File: src/rtl/sqrt_result_bcd_converter_if.sv
// ---------------------------------------------------------------------------
// sqrt_result_bcd_converter_if
//  Handshake/data bundle between the square-root unit (master) and the
//  binary-to-BCD converter (slave).
//  Signals:
//   start     master->slave  conversion request (root unit's ready)
//   data_in   master->slave  unsigned binary root, sampled on accept
//   busy      slave->master  conversion in progress
//   done      slave->master  one-cycle pulse, bcd_out/overflow just updated
//   bcd_out   slave->master  packed BCD, digit 0 in bits [3:0]
//   overflow  slave->master  value did not fit in DIGITS digits
//   seg_out   slave->master  7-seg codes, only when SQRT_BCD_SEG7_EN is defined
//  Optional feature macro: SQRT_BCD_SEG7_EN
// ---------------------------------------------------------------------------
interface sqrt_result_bcd_converter_if #(
  parameter int WORD_LENGTH = 16,
  parameter int DIGITS      = 5
);
  logic                     start;
  logic [WORD_LENGTH-1:0]   data_in;
  logic                     busy;
  logic                     done;
  logic [4*DIGITS-1:0]      bcd_out;
  logic                     overflow;
`ifdef SQRT_BCD_SEG7_EN
  logic [7*DIGITS-1:0]      seg_out;

  modport master (
    output start, data_in,
    input  busy, done, bcd_out, overflow, seg_out
  );
  modport slave (
    input  start, data_in,
    output busy, done, bcd_out, overflow, seg_out
  );
`else
  modport master (
    output start, data_in,
    input  busy, done, bcd_out, overflow
  );
  modport slave (
    input  start, data_in,
    output busy, done, bcd_out, overflow
  );
`endif
endinterface

File: src/rtl/sqrt_result_bcd_converter.sv
// ---------------------------------------------------------------------------
// sqrt_result_bcd_converter
//  Captures the square-root result word and converts it to packed BCD with
//  shift-add-3 (double dabble), one input bit per clock. The last converted
//  value is held on bcd_out/overflow until the next conversion completes.
//  Ports:
//   clk    rising-edge system clock
//   reset  asynchronous, active-low reset
//   bus    sqrt_result_bcd_converter_if.slave (start, data_in, busy, done,
//          bcd_out, overflow, and seg_out when enabled)
//  Optional feature macro: SQRT_BCD_SEG7_EN adds registered active-low
//  seven-segment codes {g,f,e,d,c,b,a} per digit on seg_out.
// ---------------------------------------------------------------------------
module sqrt_result_bcd_converter #(
  parameter int WORD_LENGTH = 16,
  parameter int DIGITS      = 5
) (
  input  logic                          clk,
  input  logic                          reset,
  sqrt_result_bcd_converter_if.slave    bus
);

  localparam int CNT_W = $clog2(WORD_LENGTH + 1);
  localparam int BCD_W = 4 * DIGITS;

  typedef enum logic [1:0] {
    S_IDLE  = 2'd0,
    S_SHIFT = 2'd1,
    S_DONE  = 2'd2
  } state_t;

  state_t                 r_state;
  state_t                 w_state_next;

  logic [WORD_LENGTH-1:0] r_shift;
  logic [BCD_W-1:0]       r_scratch;
  logic [CNT_W-1:0]       r_count;
  logic                   r_ovf;
  logic [BCD_W-1:0]       r_bcd;
  logic                   r_ovf_out;

  logic                   w_accept;
  logic                   w_last;
  logic [BCD_W-1:0]       w_adj;
  logic [BCD_W-1:0]       w_scratch_shift;
  logic [WORD_LENGTH-1:0] w_shift_next;
  logic                   w_out_bit;
  logic                   w_busy;
  logic                   w_done;

  // A new request is taken whenever no conversion is in flight; a request
  // that arrives during SHIFT is simply dropped.
  assign w_accept = bus.start && (r_state != S_SHIFT);
  assign w_last   = (r_count == CNT_W'(WORD_LENGTH - 1));

  // Add-3 is applied to each pre-shift digit independently; a digit >= 5
  // becomes at most 12, so the 4-bit sum never carries into its neighbour.
  genvar gi;
  generate
    for (gi = 0; gi < DIGITS; gi++) begin : g_adj
      assign w_adj[4*gi +: 4] = (r_scratch[4*gi +: 4] >= 4'd5) ?
                                (r_scratch[4*gi +: 4] + 4'd3) :
                                r_scratch[4*gi +: 4];
    end
  endgenerate

  // {scratch, shift} << 1; the MSB of the adjusted top digit falls off the
  // end, which is exactly the "does not fit" condition.
  assign w_scratch_shift = {w_adj[BCD_W-2:0], r_shift[WORD_LENGTH-1]};
  assign w_shift_next    = {r_shift[WORD_LENGTH-2:0], 1'b0};
  assign w_out_bit       = w_adj[BCD_W-1];

`ifdef SQRT_BCD_SEG7_EN
  logic [7*DIGITS-1:0] r_seg;
  logic [7*DIGITS-1:0] w_seg_next;

  function automatic logic [6:0] seg7_decode(input logic [3:0] digit);
    case (digit)
      4'd0:    seg7_decode = 7'b1000000;
      4'd1:    seg7_decode = 7'b1111001;
      4'd2:    seg7_decode = 7'b0100100;
      4'd3:    seg7_decode = 7'b0110000;
      4'd4:    seg7_decode = 7'b0011001;
      4'd5:    seg7_decode = 7'b0010010;
      4'd6:    seg7_decode = 7'b0000010;
      4'd7:    seg7_decode = 7'b1111000;
      4'd8:    seg7_decode = 7'b0000000;
      4'd9:    seg7_decode = 7'b0010000;
      default: seg7_decode = 7'b1111111;   // non-BCD codes show blank
    endcase
  endfunction

  // Decode the value that is about to be registered into bcd_out so the
  // segment outputs update on the same edge.
  generate
    for (gi = 0; gi < DIGITS; gi++) begin : g_seg
      assign w_seg_next[7*gi +: 7] = seg7_decode(w_scratch_shift[4*gi +: 4]);
    end
  endgenerate

  always_ff @(posedge clk or negedge reset) begin
    if (!reset) begin
      r_seg <= {DIGITS{7'b1000000}};
    end else if (r_state == S_SHIFT && w_last && !w_accept) begin
      r_seg <= w_seg_next;
    end
  end

  assign bus.seg_out = r_seg;
`endif

  // ---------------- FSM: state register ----------------
  always_ff @(posedge clk or negedge reset) begin
    if (!reset) begin
      r_state <= S_IDLE;
    end else begin
      r_state <= w_state_next;
    end
  end

  // ---------------- FSM: next-state logic ----------------
  always_comb begin
    w_state_next = r_state;
    case (r_state)
      S_IDLE:  w_state_next = bus.start ? S_SHIFT : S_IDLE;
      S_SHIFT: w_state_next = w_last ? S_DONE : S_SHIFT;
      S_DONE:  w_state_next = bus.start ? S_SHIFT : S_IDLE;
      default: w_state_next = S_IDLE;
    endcase
  end

  // ---------------- FSM: outputs ----------------
  always_comb begin
    w_busy = 1'b0;
    w_done = 1'b0;
    case (r_state)
      S_SHIFT: w_busy = 1'b1;
      S_DONE:  w_done = 1'b1;
      default: begin
        w_busy = 1'b0;
        w_done = 1'b0;
      end
    endcase
  end

  // ---------------- datapath ----------------
  always_ff @(posedge clk or negedge reset) begin
    if (!reset) begin
      r_shift   <= '0;
      r_scratch <= '0;
      r_count   <= '0;
      r_ovf     <= 1'b0;
      r_bcd     <= '0;
      r_ovf_out <= 1'b0;
    end else if (w_accept) begin
      r_shift   <= bus.data_in;
      r_scratch <= '0;
      r_count   <= '0;
      r_ovf     <= 1'b0;
    end else if (r_state == S_SHIFT) begin
      r_shift   <= w_shift_next;
      r_scratch <= w_scratch_shift;
      r_count   <= CNT_W'(r_count + 1'b1);
      r_ovf     <= r_ovf | w_out_bit;
      // Final shift: publish the result on the edge that enters DONE.
      if (w_last) begin
        r_bcd     <= w_scratch_shift;
        r_ovf_out <= r_ovf | w_out_bit;
      end
    end
  end

  assign bus.busy     = w_busy;
  assign bus.done     = w_done;
  assign bus.bcd_out  = r_bcd;
  assign bus.overflow = r_ovf_out;

endmodule

File: src/flat_wrapper.sv
// flat-port wrapper written by rule: the top's interface ports become plain ports
module sqrt_result_bcd_converter_flat 
#(
  parameter int WORD_LENGTH = 16,
  parameter int DIGITS      = 5
)
  (clk, reset, bus_start, bus_data_in, bus_busy, bus_done, bus_bcd_out, bus_overflow);
  sqrt_result_bcd_converter_if #(.WORD_LENGTH(WORD_LENGTH), .DIGITS(DIGITS)) bus_i ();
  input  logic clk;
  input  logic reset;
  input wire logic [$bits(bus_i.start)-1:0] bus_start;
  input wire logic [$bits(bus_i.data_in)-1:0] bus_data_in;
  output wire logic [$bits(bus_i.busy)-1:0] bus_busy;
  output wire logic [$bits(bus_i.done)-1:0] bus_done;
  output wire logic [$bits(bus_i.bcd_out)-1:0] bus_bcd_out;
  output wire logic [$bits(bus_i.overflow)-1:0] bus_overflow;
  assign bus_i.start = bus_start;
  assign bus_i.data_in = bus_data_in;
  assign bus_busy = bus_i.busy;
  assign bus_done = bus_i.done;
  assign bus_bcd_out = bus_i.bcd_out;
  assign bus_overflow = bus_i.overflow;
  sqrt_result_bcd_converter #(.WORD_LENGTH(WORD_LENGTH), .DIGITS(DIGITS)) u_core (.clk(clk), .reset(reset), .bus(bus_i));
endmodule
File: config.mk
export PLATFORM = sky130hd
export DESIGN_NAME = sqrt_result_bcd_converter_flat
export DESIGN_NICKNAME = d
export VERILOG_FILES = /design/src/rtl/sqrt_result_bcd_converter_if.sv /design/src/rtl/sqrt_result_bcd_converter.sv /design/src/flat_wrapper.sv
export SDC_FILE = /design/constraint.sdc
export NUM_CORES = 1
export LEC_CHECK = 0
export CORE_MARGIN = 1
export CORE_UTILIZATION = 35
export CTS_CLUSTER_SIZE = 30
export DETAILED_ROUTE_END_ITERATION = 16
export PLACE_DENSITY = 0.66
export RECOVER_POWER = 50
export SETUP_SLACK_MARGIN = 0.02
export SYNTH_ARGS = -nofsm -noshare
export SYNTH_HDL_FRONTEND = slang
export SYNTH_SLANG_ARGS = --single-unit
File: constraint.sdc
create_clock -name clk -period 2.1 [get_ports clk]
set_input_delay 0.42 -clock clk [delete_from_list [all_inputs] [get_ports clk]]
set_output_delay 0.42 -clock clk [all_outputs]
set_load 0.02 [all_outputs]
# After elaboration in Yosys (flattened, before gate mapping)
# Index checks and enable logic that the tools add are counted.
# op_classes
n_mux	18
magnitude_cmp	5
bitwise	2
n_addsub	6
eq_ne	4
n_reduce_logical	5
# ops
op	n
two-way mux 20 bit	2
two-way mux 16 bit	2
adder 4 x 2 -> 4 bit (second input constant)	5
greater-or-equal comparator 4 x 3 -> 1 bit (second input constant)	5
two-way mux 4 bit	5
two-way mux 5 bit	2
adder 5 x 1 -> 5 bit (second input constant)	1
== test 5 x 4 -> 1 bit (second input constant)	1
two-way mux 1 bit	5
one-hot mux 2 bit (2 select lines)	1
AND reduction 3 bit	1
== test 2 x 1 -> 1 bit (second input constant)	1
== test 2 bit (second input constant)	1
logical NOT 2 bit	1
two-way mux 2 bit	1
!= test 2 x 1 -> 1 bit (second input constant)	1
nonzero test 2 bit	1
OR reduction 2 bit	1
logical AND 1 bit	1
NOT 1 bit	1
OR 1 bit	1
# word_totals
elab_cells	47
input_bits	19
output_inout_bits	23
regBits	65

# Longest topological paths before layout
# logic_depth
ltp_word	5
mapped_depth	8
depth_no_buf	7

# Worst setup path before layout
# OpenSTA, ideal clock, no wires.
# synth_path
path_type	flip-flop to flip-flop
startpoint	reg u_core.r_count[0]
endpoint	reg u_core.r_bcd[0], in the netlist u_core.bus.bcd_out[0]
arrival_time_ns	1.476
t_required_ns	1.975
stages_incl_launch_ff	7
path_buffers	1
slack_ns	0.499
synth_period_minus_slack_ns	1.601
setup_time_ns	0.125
path_cell_list	dfrtp_1 -> ha_1 -> and3_1 -> ha_1 -> nand2_4 -> buf_6 -> mux2_4
# synth_between
elab_chain_len	2
# synth_rtl
element	line	text
start: declaration	sqrt_result_bcd_converter.sv:37	logic [CNT_W-1:0] r_count;
start signal: assignment	sqrt_result_bcd_converter.sv:163	r_count <= CNT_W'(r_count + 1'b1);
== test 5 x 4 -> 1 bit	sqrt_result_bcd_converter.sv:54	assign w_last = (r_count == CNT_W'(WORD_LENGTH - 1));
AND reduction 3 bit (no line)	-	
end signal: assignment	sqrt_result_bcd_converter.sv:167	r_bcd <= w_scratch_shift;
end: declaration	sqrt_result_bcd_converter.sv:39	logic [BCD_W-1:0] r_bcd;
# Every way passes these cells.
# A chain may end at the register's enable or synchronous reset.

# Worst setup path after layout
# layout_path
startpoint	reg u_core.r_state[0]
endpoint	out bus_done
# layout_between
elab_chain_len	2
# layout_rtl
element	line	text
start: declaration	sqrt_result_bcd_converter.sv:32	state_t r_state;
start signal: assignment	sqrt_result_bcd_converter.sv:117	r_state <= w_state_next;
== test 2 bit	sqrt_result_bcd_converter.sv:136	case (r_state)
two-way mux 1 bit	sqrt_result_bcd_converter.sv:136	
end: declaration	flat_wrapper.sv:14	output wire logic [$bits(bus_i.done)-1:0] bus_done;
# Every way passes these cells.

==> metrics.md <==
| Metric | Value |
|---|---|
| Outcome | finished, violations left |
| Failing checks | max-capacitance violations, max-slew violations |
| Leak | roughly 1.6 nW |
| Initial core utilization | 37.0% |
| Clock slew at reported path FFs | 0.06 ns |
| I/O pin cnt | 42 |
| Relative slew slack | -6.75% |
| Syn Area/Cell | just over 10 um2 |
| Cells after Synth | just over 300 |
| CTS buffer count | 9 |
| Worst path max stage delay | 0.62 ns |
| Syn Std Cell Area | between 3000 and 4000 um2 |
| Chip width | 96.1 um |
| Core Region | 8380 um2 |
| H-tree levels | 3 |
| Critical Path AT | ~1.5 ns |
| Total Routed Length | 6050 um |
| Iteration count of the initial detailed-routing pass | 4 |
| Met3 usage | 6.16% |
| Initial DRC Count | 123 |
| Nets | 380 |
| Startpoint Class | flop |
| Post-route minimum period | 1.92 ns |
| Clock Latency Late Sink | 0.34 ns |
| Met2 Usage GRT | between 20% and 30% |
| Die area | 9240 um2 |
| Number of antenna diodes | 0 |
| Vias/cell | 4.99 |
| CP Capture Type | primary output |
| Routability cong. | 0.712 |
| Worst R2R Start | u_core.r_count[0]$_DFFE_PN0P_ |
| Hold Vio Cnt, Final | 0 |
| Syn Nets | 339 |
| Post-DRT Antenna Nets | 0 |
| Proportion of layout cells with a drive suffix above 1 | 9.63% |
| Synth unique cells | 32 |
| GRT Overall Usage | 15.0% |
| Max Clk Rate | 522 MHz |
| Worst Hold Path EP | u_core.bus.bcd_out[16]$_DFFE_PN0P_ |
| Area of the multi-input gates | 1300 um2 |
| Met1 Use GR | 19.1% |
| Register-to-register setup slack | 0.31 ns |
| RSZ-0062 raised after global routing | no |
| Asr flop ratio synth | 100% |
| Register area | approximately 1600 um2 |
| GRT overflow | 0 |
| Drc violations | 0 |
| Maximum fanout along the worst path | 3 |
| Synth Warn # | 0 |
| Largest net degree at the start of global routing | 66 |
| Hold Crit Depth | 2 |
| First-pass GRT wire length | slightly above 10,000 um |
| Setup TNS | 0 ns |
| Final Power | around 5.5 mW |
| Pwr dens | between 1000 and 1500 nW/um2 |
| Final Slew Violations | 66 |
| PortBufs | 41 |
| Most used routing layer | met2 |
| Antenna violations before repair | 0 |
| Worst path top cell family by delay | buffers and inverters |
| FF+latch count, synth | 65 |
| Slew @ Worst Pin | 1.60 ns |
| Slowest cell on crit path | clkdlybuf4s50_1 |
| RR Endpoint | u_core.bus.bcd_out[3]$_DFFE_PN0P_ |
| Register area share after synthesis | between 50 and 60% |
| Die Y-Extent | 96.1 um |
| Core Rows | 33 |
| Fillers | 817 |
| Maxcap violations | 1 |
| Crit Path Category | reg -> out |
| DR vias | 2,286 |
| Number of global-route vias before repair | 2,221 |
| Hold Crit Class | reg -> reg |
| Final Skew | approximately 0.007 ns |
| CP required | 1.68 ns |
| Drt wl/cell | 13.2 um |
| CP Buf/Inv Count | 1 |
| CTS tree | built |
| VDD IR-drop max | 0.000513 V |
| Final setup violation count | 0 |
| CTS Root Cell | clkbuf_8 |
| Hold_buf cts | 0 |
| Clock Tree Buf Depth | 2 |
| Hpwl dp | 4150 um |
| Hold path startpoint | u_core.bus.bcd_out[16]$_DFFE_PN0P_ |
| Hold_ws | around 0.48 ns |
| Number of flops mapped to enable cells by yosys | 0 |
| Clock Sinks | 65 |
| Final Cycle Share | 91.2% |
| Ys flop type | dfrtp_1 |
| Reg2Reg Depth | 7 |
| Cells along the critical path | nor2b_1, clkdlybuf4s50_1 |
| Area Growth Syn to Fin | 20.7% |
-- cells in the mapped netlist, types with 3 or more instances --
master / number / area (um2)
o21ai_0: 66 / 330
dfrtp_1: 65 / 1630
nand2_1: 39 / 146
mux2i_1: 16 / 160
nand3_1: 16 / 80.1
ha_1: 12 / 150
inv_1: 11 / 41.3
a21oi_1: 10 / 50.1
nor2_1: 9 / 33.8
a31oi_1: 6 / 37.5
buf_4: 6 / 45.0
mux2_2: 5 / 56.3
nand2b_1: 5 / 31.3
nor3_1: 5 / 25.0
nor3b_1: 5 / 37.5
or3b_2: 5 / 43.8
xnor2_1: 5 / 43.8
buf_2: 4 / 20.0
buf_6: 3 / 33.8
-- where the power goes --
group | internal [mW] | leakage [nW] | switching, mW
registers | 1.78 | 0.816 | 0.387
clock network | 0.603 | 0.102 | 0.444
logic | 1.01 | 0.730 | 1.30
-- flip-flops by register name, indices dropped and copies added (netlist names) --
signal / flops
u_core.r_ovf: 1
u_core.bus.bcd_out: 20
u_core.r_state: 2
u_core.bus.overflow: 1
u_core.r_scratch: 20
u_core.r_count: 5
u_core.r_shift: 16
-- layout by cell type (no fill, tap or decap), types with 5 or more instances in the layout --
master,n
nor3_1,5
a31oi_1,6
dfrtp_1,65
nand2b_1,6
mux2_2,5
ha_1,12
nand2_1,39
a21oi_1,10
clkdlybuf4s50_1,38
o21ai_0,66
clkbuf_8,11
inv_1,11
or3b_2,5
nor3b_1,5
nand3_1,16
xnor2_1,5
nor2_1,9
mux2i_1,16
-- area by class of cell --
cell class              count  area share [%]
clock buffers              12            4.15
clock inverters             3            1.07
inverters                  14            1.47
multi-input cells         213            34.7
flip-flops and latches     65            43.5
well taps                 105            3.51
repair buffers             46            11.6
-- repair_timing --
item,4_1_cts,5_1_grt
setup endpoints to repair,1,0
resized for setup,1,0
buffers inserted,0,0
-- metrics by stage --
step	instances	util (%)	instance area, um2	setup WS [ns]
detailed placement	443	42.7	3580	0.286
global placement	443	42.7	3580	0.296
floorplan	308	-	3100	0.499
global route	458	44.6	3740	0.100
CTS	458	45.0	3770	0.0882
finish	458	44.6	3740	0.184
-- worst min-delay path: stages, from the launching register on --
cell and delay, ns:
dfrtp_1 0.34, nand2_1 0.04, o21ai_0 0.06
-- routing by layer --
| metal | wire, um | vias to the layer above |
|---|---|---|
| li1 | - | 1144 |
| met4 | 60 | 0 |
| met1 | 2820 | 1087 |
| met3 | 341 | 5 |
| met5 | 0 | - |
| met2 | 2820 | 50 |
-- how the worst max path moves through the flow --
stage,endpoint,cells past startpoint,slack [ns],from
after CTS,bus_done,2,0.09,u_core.r_state[0]$_DFF_PN0_
after detailed placement,u_core.bus.bcd_out[3]$_DFFE_PN0P_,7,0.29,u_core.r_count[0]$_DFFE_PN0P_
final,bus_done,2,0.18,u_core.r_state[0]$_DFF_PN0_
after floorplan,u_core.bus.bcd_out[0]$_DFFE_PN0P_,6,0.50,u_core.r_count[0]$_DFFE_PN0P_
after global placement,u_core.bus.bcd_out[15]$_DFFE_PN0P_,7,0.30,u_core.r_count[0]$_DFFE_PN0P_
after global routing,u_core.r_shift[3]$_DFFE_PN0P_,4,0.10,bus_start
-- cell families (layout without fill, tap and decap cells) --
group,after synthesis,count (layout),share of synthesized area [%]
muxes,22,22,7.47
buffers and inverters,30,75,5.37
AOI/OAI and AO/OA,85,85,14.2
adders and majority gates,12,12,4.84
DFF,65,65,52.5
and+or+nand+nor,89,89,14.2
xor gates and xnor gates,5,5,1.41
No activity file was read; power rests on OpenSTA's default activity.
